## src/rtl/timer_sequencer_pkg.sv

```systemverilog
// Shared types, BCD limits and helpers for the HH:MM:SS alarm sequencer.
package timer_sequencer_pkg;

  typedef enum logic [1:0] {
    ST_IDLE  = 2'd0,
    ST_RUN   = 2'd1,
    ST_PAUSE = 2'd2,
    ST_DONE  = 2'd3
  } state_t;

  localparam logic [7:0] BCD_MAX_MS     = 8'h59;
  localparam logic [7:0] BCD_MAX_H_DFLT = 8'h23;

  // Packed-BCD ordering matches binary ordering for valid digits.
  function automatic logic bcd_field_ok(input logic [7:0] v, input logic [7:0] max_v);
    return (v[7:4] <= 4'd9) && (v[3:0] <= 4'd9) && (v <= max_v);
  endfunction

  function automatic logic [7:0] bcd_inc8(input logic [7:0] v);
    return (v[3:0] == 4'd9) ? {v[7:4] + 4'd1, 4'd0} : {v[7:4], v[3:0] + 4'd1};
  endfunction

endpackage

```

## src/rtl/timer_sequencer_if.sv

```systemverilog
// Control/status bundle between the sequencer and its environment.
interface timer_sequencer_if;
  import timer_sequencer_pkg::*;

  logic       i_tick;
  logic       i_load;
  logic [7:0] i_prog_h, i_prog_m, i_prog_s;
  logic       i_start, i_stop, i_clear, i_ack;
  logic       i_cmp_fin;
  logic [7:0] o_tgt_h, o_tgt_m, o_tgt_s;
  logic [7:0] o_cnt_h, o_cnt_m, o_cnt_s;
  logic       o_cmp_en, o_alarm, o_running, o_load_err;
  state_t     o_state;

  modport master (
    output i_tick, i_load, i_prog_h, i_prog_m, i_prog_s,
           i_start, i_stop, i_clear, i_ack, i_cmp_fin,
    input  o_tgt_h, o_tgt_m, o_tgt_s, o_cnt_h, o_cnt_m, o_cnt_s,
           o_cmp_en, o_alarm, o_running, o_load_err, o_state
  );

  modport slave (
    input  i_tick, i_load, i_prog_h, i_prog_m, i_prog_s,
           i_start, i_stop, i_clear, i_ack, i_cmp_fin,
    output o_tgt_h, o_tgt_m, o_tgt_s, o_cnt_h, o_cnt_m, o_cnt_s,
           o_cmp_en, o_alarm, o_running, o_load_err, o_state
  );

endinterface

```

## src/rtl/timer_sequencer_bcd_hms_counter.sv

```systemverilog
// Packed-BCD HH:MM:SS up-counter with clear, preload and wrap at HOUR_MAX:59:59.
// Registered outputs; clear beats load beats increment.
module timer_sequencer_bcd_hms_counter
  import timer_sequencer_pkg::*;
#(
  parameter logic [7:0] HOUR_MAX = BCD_MAX_H_DFLT
) (
  input  logic       i_clk,
  input  logic       i_rst_n,
  input  logic       i_clr,
  input  logic       i_ld,
  input  logic [7:0] i_ld_h,
  input  logic [7:0] i_ld_m,
  input  logic [7:0] i_ld_s,
  input  logic       i_inc,
  output logic [7:0] o_h,
  output logic [7:0] o_m,
  output logic [7:0] o_s
);

  logic [7:0] r_h, r_m, r_s;
  logic       w_s_wrap, w_m_wrap, w_h_wrap;

  assign w_s_wrap = (r_s == BCD_MAX_MS);
  assign w_m_wrap = (r_m == BCD_MAX_MS);
  assign w_h_wrap = (r_h == HOUR_MAX);

  always_ff @(posedge i_clk or negedge i_rst_n) begin
    if (!i_rst_n) begin
      r_h <= 8'h00;
      r_m <= 8'h00;
      r_s <= 8'h00;
    end else if (i_clr) begin
      r_h <= 8'h00;
      r_m <= 8'h00;
      r_s <= 8'h00;
    end else if (i_ld) begin
      r_h <= i_ld_h;
      r_m <= i_ld_m;
      r_s <= i_ld_s;
    end else if (i_inc) begin
      r_s <= w_s_wrap ? 8'h00 : bcd_inc8(r_s);
      if (w_s_wrap) begin
        r_m <= w_m_wrap ? 8'h00 : bcd_inc8(r_m);
        if (w_m_wrap) begin
          r_h <= w_h_wrap ? 8'h00 : bcd_inc8(r_h);
        end
      end
    end
  end

  assign o_h = r_h;
  assign o_m = r_m;
  assign o_s = r_s;

endmodule

```

## src/rtl/timer_sequencer.sv

```systemverilog
// Alarm sequencer: latches target, runs BCD count on tick, enables comparator, raises alarm.
// All outputs registered; fin-to-DONE is one edge after the comparator registers the match.
module timer_sequencer
  import timer_sequencer_pkg::*;
#(
  parameter int unsigned ALARM_TICKS = 10,
  parameter logic [7:0]  HOUR_MAX    = BCD_MAX_H_DFLT
) (
  input logic               i_clk,
  input logic               i_rst_n,
  timer_sequencer_if.slave  sq_if
);

  localparam logic [15:0] ALM_LIM = ALARM_TICKS[15:0];

  state_t      r_state, w_state_nxt;
  logic [7:0]  r_tgt_h, r_tgt_m, r_tgt_s;
  logic        r_cmp_en, r_alarm, r_running, r_load_err;
  logic [15:0] r_alm_cnt;
  logic        w_load_ok, w_tgt_zero, w_alm_hit;
  logic        w_inc, w_tgt_ld, w_load_err_nxt, w_alm_inc, w_cnt_clr;
  logic [7:0]  w_cnt_h, w_cnt_m, w_cnt_s;

  assign w_load_ok  = bcd_field_ok(sq_if.i_prog_s, BCD_MAX_MS) &&
                      bcd_field_ok(sq_if.i_prog_m, BCD_MAX_MS) &&
                      bcd_field_ok(sq_if.i_prog_h, HOUR_MAX);
  assign w_tgt_zero = ({r_tgt_h, r_tgt_m, r_tgt_s} == 24'h000000);
  assign w_alm_hit  = (ALARM_TICKS != 0) && ((r_alm_cnt + 16'd1) == ALM_LIM);

  always_comb begin
    w_state_nxt    = r_state;
    w_inc          = 1'b0;
    w_tgt_ld       = 1'b0;
    w_load_err_nxt = 1'b0;
    w_alm_inc      = 1'b0;
    case (r_state)
      ST_IDLE: begin
        if (sq_if.i_load) begin
          w_tgt_ld       = w_load_ok;
          w_load_err_nxt = !w_load_ok;
        end
        if (!sq_if.i_clear && sq_if.i_start && !w_tgt_zero) w_state_nxt = ST_RUN;
      end
      ST_RUN: begin
        if (sq_if.i_clear)        w_state_nxt = ST_IDLE;
        else if (sq_if.i_cmp_fin) w_state_nxt = ST_DONE;
        else if (sq_if.i_stop)    w_state_nxt = ST_PAUSE;
        else if (sq_if.i_tick)    w_inc = 1'b1;
      end
      ST_PAUSE: begin
        if (sq_if.i_clear)      w_state_nxt = ST_IDLE;
        else if (sq_if.i_start) w_state_nxt = ST_RUN;
      end
      ST_DONE: begin
        if (sq_if.i_ack || sq_if.i_clear) w_state_nxt = ST_IDLE;
        else if (sq_if.i_tick) begin
          if (w_alm_hit) w_state_nxt = ST_IDLE;
          else           w_alm_inc = 1'b1;
        end
      end
      default: w_state_nxt = ST_IDLE;
    endcase
  end

  // The count only ever lives outside IDLE, so any IDLE-bound edge clears it.
  assign w_cnt_clr = (w_state_nxt == ST_IDLE);

  always_ff @(posedge i_clk or negedge i_rst_n) begin
    if (!i_rst_n) begin
      r_state    <= ST_IDLE;
      r_tgt_h    <= 8'h00;
      r_tgt_m    <= 8'h00;
      r_tgt_s    <= 8'h00;
      r_cmp_en   <= 1'b0;
      r_alarm    <= 1'b0;
      r_running  <= 1'b0;
      r_load_err <= 1'b0;
      r_alm_cnt  <= 16'd0;
    end else begin
      r_state    <= w_state_nxt;
      r_cmp_en   <= (w_state_nxt == ST_RUN) || (w_state_nxt == ST_DONE);
      r_alarm    <= (w_state_nxt == ST_DONE);
      r_running  <= (w_state_nxt == ST_RUN);
      r_load_err <= w_load_err_nxt;
      r_alm_cnt  <= (w_state_nxt != ST_DONE) ? 16'd0 :
                    (w_alm_inc ? r_alm_cnt + 16'd1 : r_alm_cnt);
      if (w_tgt_ld) begin
        r_tgt_h <= sq_if.i_prog_h;
        r_tgt_m <= sq_if.i_prog_m;
        r_tgt_s <= sq_if.i_prog_s;
      end
    end
  end

  timer_sequencer_bcd_hms_counter #(.HOUR_MAX(HOUR_MAX)) u_cnt (
    .i_clk   (i_clk),
    .i_rst_n (i_rst_n),
    .i_clr   (w_cnt_clr),
    .i_ld    (1'b0),
    .i_ld_h  (8'h00),
    .i_ld_m  (8'h00),
    .i_ld_s  (8'h00),
    .i_inc   (w_inc),
    .o_h     (w_cnt_h),
    .o_m     (w_cnt_m),
    .o_s     (w_cnt_s)
  );

  assign sq_if.o_state    = r_state;
  assign sq_if.o_tgt_h    = r_tgt_h;
  assign sq_if.o_tgt_m    = r_tgt_m;
  assign sq_if.o_tgt_s    = r_tgt_s;
  assign sq_if.o_cnt_h    = w_cnt_h;
  assign sq_if.o_cnt_m    = w_cnt_m;
  assign sq_if.o_cnt_s    = w_cnt_s;
  assign sq_if.o_cmp_en   = r_cmp_en;
  assign sq_if.o_alarm    = r_alarm;
  assign sq_if.o_running  = r_running;
  assign sq_if.o_load_err = r_load_err;

endmodule

```

## src/flat_wrapper.sv

```systemverilog
// flat-port wrapper written by rule: the top's interface ports become plain ports
module timer_sequencer_flat import timer_sequencer_pkg::*;
#(
  parameter int unsigned ALARM_TICKS = 10,
  parameter logic [7:0]  HOUR_MAX    = BCD_MAX_H_DFLT
)
  (i_clk, i_rst_n, sq_if_i_tick, sq_if_i_load, sq_if_i_prog_h, sq_if_i_prog_m, sq_if_i_prog_s, sq_if_i_start, sq_if_i_stop, sq_if_i_clear, sq_if_i_ack, sq_if_i_cmp_fin, sq_if_o_tgt_h, sq_if_o_tgt_m, sq_if_o_tgt_s, sq_if_o_cnt_h, sq_if_o_cnt_m, sq_if_o_cnt_s, sq_if_o_cmp_en, sq_if_o_alarm, sq_if_o_running, sq_if_o_load_err, sq_if_o_state);
  timer_sequencer_if sq_if_i ();
  input logic i_clk;
  input logic i_rst_n;
  input wire logic [$bits(sq_if_i.i_tick)-1:0] sq_if_i_tick;
  input wire logic [$bits(sq_if_i.i_load)-1:0] sq_if_i_load;
  input wire logic [$bits(sq_if_i.i_prog_h)-1:0] sq_if_i_prog_h;
  input wire logic [$bits(sq_if_i.i_prog_m)-1:0] sq_if_i_prog_m;
  input wire logic [$bits(sq_if_i.i_prog_s)-1:0] sq_if_i_prog_s;
  input wire logic [$bits(sq_if_i.i_start)-1:0] sq_if_i_start;
  input wire logic [$bits(sq_if_i.i_stop)-1:0] sq_if_i_stop;
  input wire logic [$bits(sq_if_i.i_clear)-1:0] sq_if_i_clear;
  input wire logic [$bits(sq_if_i.i_ack)-1:0] sq_if_i_ack;
  input wire logic [$bits(sq_if_i.i_cmp_fin)-1:0] sq_if_i_cmp_fin;
  output wire logic [$bits(sq_if_i.o_tgt_h)-1:0] sq_if_o_tgt_h;
  output wire logic [$bits(sq_if_i.o_tgt_m)-1:0] sq_if_o_tgt_m;
  output wire logic [$bits(sq_if_i.o_tgt_s)-1:0] sq_if_o_tgt_s;
  output wire logic [$bits(sq_if_i.o_cnt_h)-1:0] sq_if_o_cnt_h;
  output wire logic [$bits(sq_if_i.o_cnt_m)-1:0] sq_if_o_cnt_m;
  output wire logic [$bits(sq_if_i.o_cnt_s)-1:0] sq_if_o_cnt_s;
  output wire logic [$bits(sq_if_i.o_cmp_en)-1:0] sq_if_o_cmp_en;
  output wire logic [$bits(sq_if_i.o_alarm)-1:0] sq_if_o_alarm;
  output wire logic [$bits(sq_if_i.o_running)-1:0] sq_if_o_running;
  output wire logic [$bits(sq_if_i.o_load_err)-1:0] sq_if_o_load_err;
  output wire logic [$bits(sq_if_i.o_state)-1:0] sq_if_o_state;
  assign sq_if_i.i_tick = sq_if_i_tick;
  assign sq_if_i.i_load = sq_if_i_load;
  assign sq_if_i.i_prog_h = sq_if_i_prog_h;
  assign sq_if_i.i_prog_m = sq_if_i_prog_m;
  assign sq_if_i.i_prog_s = sq_if_i_prog_s;
  assign sq_if_i.i_start = sq_if_i_start;
  assign sq_if_i.i_stop = sq_if_i_stop;
  assign sq_if_i.i_clear = sq_if_i_clear;
  assign sq_if_i.i_ack = sq_if_i_ack;
  assign sq_if_i.i_cmp_fin = sq_if_i_cmp_fin;
  assign sq_if_o_tgt_h = sq_if_i.o_tgt_h;
  assign sq_if_o_tgt_m = sq_if_i.o_tgt_m;
  assign sq_if_o_tgt_s = sq_if_i.o_tgt_s;
  assign sq_if_o_cnt_h = sq_if_i.o_cnt_h;
  assign sq_if_o_cnt_m = sq_if_i.o_cnt_m;
  assign sq_if_o_cnt_s = sq_if_i.o_cnt_s;
  assign sq_if_o_cmp_en = sq_if_i.o_cmp_en;
  assign sq_if_o_alarm = sq_if_i.o_alarm;
  assign sq_if_o_running = sq_if_i.o_running;
  assign sq_if_o_load_err = sq_if_i.o_load_err;
  assign sq_if_o_state = sq_if_i.o_state;
  timer_sequencer #(.ALARM_TICKS(ALARM_TICKS), .HOUR_MAX(HOUR_MAX)) u_core (.i_clk(i_clk), .i_rst_n(i_rst_n), .sq_if(sq_if_i));
endmodule
```

## config.mk

```make
export PLATFORM = sky130hd
export DESIGN_NAME = timer_sequencer_flat
export DESIGN_NICKNAME = d
export VERILOG_FILES = /design/src/rtl/timer_sequencer_pkg.sv /design/src/rtl/timer_sequencer_if.sv /design/src/rtl/timer_sequencer_bcd_hms_counter.sv /design/src/rtl/timer_sequencer.sv /design/src/flat_wrapper.sv
export SDC_FILE = /design/constraint.sdc
export NUM_CORES = 1
export LEC_CHECK = 0
export BUFFER_PORTS_ARGS = -buffer_cell sky130_fd_sc_hd__buf_2
export CORE_UTILIZATION = 40
export CTS_BUF_LIST = sky130_fd_sc_hd__clkbuf_8
export DETAILED_ROUTE_END_ITERATION = 6
export MAX_ROUTING_LAYER = met4
export PLACE_DENSITY = 0.7
export SLEW_MARGIN = 20
export SYNTH_ARGS = -nofsm -noshare
export SYNTH_HDL_FRONTEND = slang
export SYNTH_SLANG_ARGS = --single-unit
export TNS_END_PERCENT = 100
```

## constraint.sdc

```tcl
create_clock -name i_clk -period 3.9 [get_ports i_clk]
set_clock_uncertainty 0.1 [all_clocks]
set_input_delay 0.195 -clock i_clk [delete_from_list [all_inputs] [get_ports i_clk]]
set_output_delay 0.195 -clock i_clk [all_outputs]
set_load 0.05 [all_outputs]
```

==> results.tsv <==
stage	metric	value	unit
outcome	outcome	finished, final reports clean	
clock_network	cts bufs inserted	9	
synth	Yosys warnings	0	
critical_path	kind of critical path	reg -> reg	
grt	global route hottest layer	met2	
cells_and_area	Layout Nets	526	
detailed_routing	drt wl/cell	14.9	um
critical_path	kind of end point of the critical path	flip-flop	
clock_network	CTS tree	built	
critical_path	CP max FO	24	
floorplanning	IO Pins	87	
floorplanning	Die H	101	um
timing	Final min period	3120	ps
timing	setup violators final	0	
clock_network	Clock Tree Buf Depth	2	
synth	sequential fraction of the synthesis area	0.451	
hold_path	worst hold path class	in -> reg	
pwr	Sw Pwr	0.598	mW
synth	Synth async-reset ratio	1.00	
synth	syn_nets	433	
placement	dpl hpwl	6380	um
synth	synth top area cells	dfrtp_1, mux2_2, ha_1	
critical_path	CP arrival	3240	ps
synth	Mapped Cells	386	
synth	number of synthesized register bits	70	
pwr	leak pwr	2.21	nW
synth	Synth Cell Area	3890	um^2
timing	RSZ-0062 raised after global routing	no	
flow_run	max-cap viol count	0	
cells_and_area	fin util	0.503	
grt	met3 usage	0.0312	
grt	first-pass GRT wire length	15400	um
grt	total track usage	0.200	
timing	Worst-Margin Slew	941	ps
pwr	Comb pwr share	0.238	
floorplanning	row count	35	
clock_network	number of H-tree levels	3	
pwr	sequential share of power	0.441	
timing	Fin. Hold Viols	0	
clock_network	post-CTS sizing	0	
detailed_routing	routed vias/inst	5.38	
clock_network	root buf cell	clkbuf_8	
placement	DP Area	4400	um^2
pwr	Tot Pwr	1.80	mW
grt	largest net degree at the start of global routing	42	
timing	setup TNS	0	ps
cells_and_area	final instance area	4690	um^2
timing	Slew Limit Fails	0	
timing	Slew headroom	0.373	
critical_path	worst endpoint required time	4020	ps
pwr	PwrDens	383	nW/um^2
critical_path	reg2reg path depth	9	
clock_network	TritonCTS Sinks	70	
pwr	VDD IR max	0.204	mV
synth	leading area contributor after synthesis	dfrtp_1	
floorplanning	core area	9330	um^2
timing	Peak Freq	320	MHz
pwr	switching share of power	0.333	
detailed_routing	Via Count	3287	
placement	RePlAce Congestion	0.952	
grt	M1 GR Usage	0.260	
detailed_routing	final WL	9080	um
timing	Tcrit/Tclk final	0.801	
placement	PortBufs	86	
grt	Overflow after GRT	0	
synth	number of flops mapped to enable cells by yosys	0	
synth	top cell type's share of synthesized area	0.451	
cells_and_area	Layout area overhead	20.6	%
clock_network	postcts setup bufs	0	
synth	Synth cell types	58	
hold_path	Hold Path Stages	2	
detailed_routing	drc violations	0	
clock_network	clock slew seen by the registers of the worst setup and hold paths	70	ps
floorplanning	Initial Util	0.417	
grt	met2 Use GR	0.313	
floorplanning	Die Footprint	10100	um^2
synth	Top FF cell, synth	dfrtp_1	
detailed_routing	post-route ant nets	0	
synth	commonest cells in the netlist	dfrtp_1, nor2_1, a21oi_1, nand2_1, mux2_2	
pwr	Cell Int Power	1.20	mW
cells_and_area	share of layout cells above drive strength 1	0.301	
floorplanning	Die W	101	um
clock_network	clock latency on the worst-skew pair	340	ps
critical_path	startpoint class of the critical path	flip-flop	
synth	Post-Syn Area per Cell	10.1	um^2
detailed_routing	DR iter-0 viols	164	
synth	count leader, synth	dfrtp_1	
grt	vias in the first global route	3222	
cells_and_area	ANT cells	0	
pwr	clock network fraction of total power	0.321	
grt	initial antenna violation count	0	
detailed_routing	drt pass-1 iters	4	
## state kept, by name, summed over array words and instances (netlist names)
name                     cells
u_core.sq_if.o_cmp_en        1
u_core.sq_if.o_tgt_m         8
u_core.sq_if.o_alarm         1
u_core.r_alm_cnt            16
u_core.u_cnt.o_h             8
u_core.sq_if.o_tgt_s         8
u_core.u_cnt.o_m             8
u_core.sq_if.o_running       1
u_core.sq_if.o_state         2
u_core.sq_if.o_load_err      1
u_core.u_cnt.o_s             8
u_core.sq_if.o_tgt_h         8
## worst max-delay path: stages, from the launching register on
cell	delay [ps]
dfrtp_1	470
ha_1	290
nand4_1	190
nor4_2	440
xor2_1	120
a211oi_1	450
nand3_2	230
a211oi_4	280
buf_4	310
nor3_1	100
## power by group through the flow
stage | sequential, mW | clock [mW] | combinational (mW)
2_1_floorplan | 0.932 | 0 | 0.166
3_3_place_gp | 0.804 | 0 | 0.421
3_5_place_dp | 0.806 | 0 | 0.424
4_1_cts | 0.793 | 0.588 | 0.433
5_1_grt | 0.798 | 0.613 | 0.461
6_report | 0.793 | 0.576 | 0.428
## cell type report
cell class,count,area (um^2)
clock buffer,11,151
clock inverter,3,37.5
fill,863,4640
inverter,12,45.0
multi-input combinational,285,1970
sequential,70,1750
tap,129,161
timing repair buffer,101,568
## worst paths after layout
check                                             start                 endpoint  slack [ps]
worst max-delay path                u_core.r_alm_cnt[0]      u_core.u_cnt.o_m[6]         780
worst min-delay path                  sq_if_i_prog_m[3]  u_core.sq_if.o_tgt_m[3]          10
worst max register to register      u_core.r_alm_cnt[0]      u_core.u_cnt.o_m[6]         780
worst min register to register  u_core.sq_if.o_tgt_h[7]  u_core.sq_if.o_tgt_h[7]         430
max in group asynchronous                       i_rst_n  u_core.sq_if.o_tgt_s[2]        2340
min in group asynchronous                       i_rst_n     u_core.sq_if.o_alarm         430
## placed cells by master, fill, tap and decap left out, types with 3 or more instances in the layout
cell type,count
dfrtp_1,70
or3_1,6
o21ai_0,11
xor2_1,7
nand2_1,26
ha_1,14
xnor2_1,3
buf_4,5
o31ai_1,4
nor4_1,8
nor2_1,44
a31oi_1,3
buf_2,86
nor3_1,19
clkbuf_8,11
nor3b_1,3
nand3_1,9
a22oi_1,3
or4_1,4
dlygate4sd3_1,10
inv_1,14
and2_1,4
nand4_1,8
a311oi_1,4
mux2_2,21
nor2b_1,7
a21oi_1,26
a211oi_1,4
mux2i_1,9
## cells by family (layout without fill, tap and decap cells)
family | Yosys count | in the layout | share of synthesized area
and+or+nand+nor | 165 | 165 | 0.244
DFF | 70 | 70 | 0.451
AOI/OAI and AO/OA | 66 | 66 | 0.110
buffers and inverters | 31 | 127 | 0.0438
muxes | 30 | 30 | 0.0840
adders and majority gates | 14 | 14 | 0.0451
xor gates and xnor gates | 10 | 10 | 0.0225
## stage by stage
| stage | worst slack (ps) | instances | hold WS [ps] |
|---|---|---|---|
| 3_3_place_gp | 833 | 587 | 298 |
| 2_1_floorplan | 1240 | 386 | -201 |
| 5_1_grt | 542 | 611 | 4.47 |
| 6_report | 777 | 611 | 10.5 |
| 4_1_cts | 561 | 611 | 0.365 |
| 3_5_place_dp | 641 | 587 | 302 |
## timing repair
item                       4_1_cts  5_1_grt
hold endpoints to repair        49        0
hold buffers                    10        0
setup endpoints to repair        0        0
## layer usage
layer | up-vias | wire length, um
met4 | 0 | 126
met3 | 12 | 490
li1 | 1586 | -
met1 | 1587 | 4170
met5 | - | 0
met2 | 102 | 4290
No activity file was read; power rests on OpenSTA's default activity.
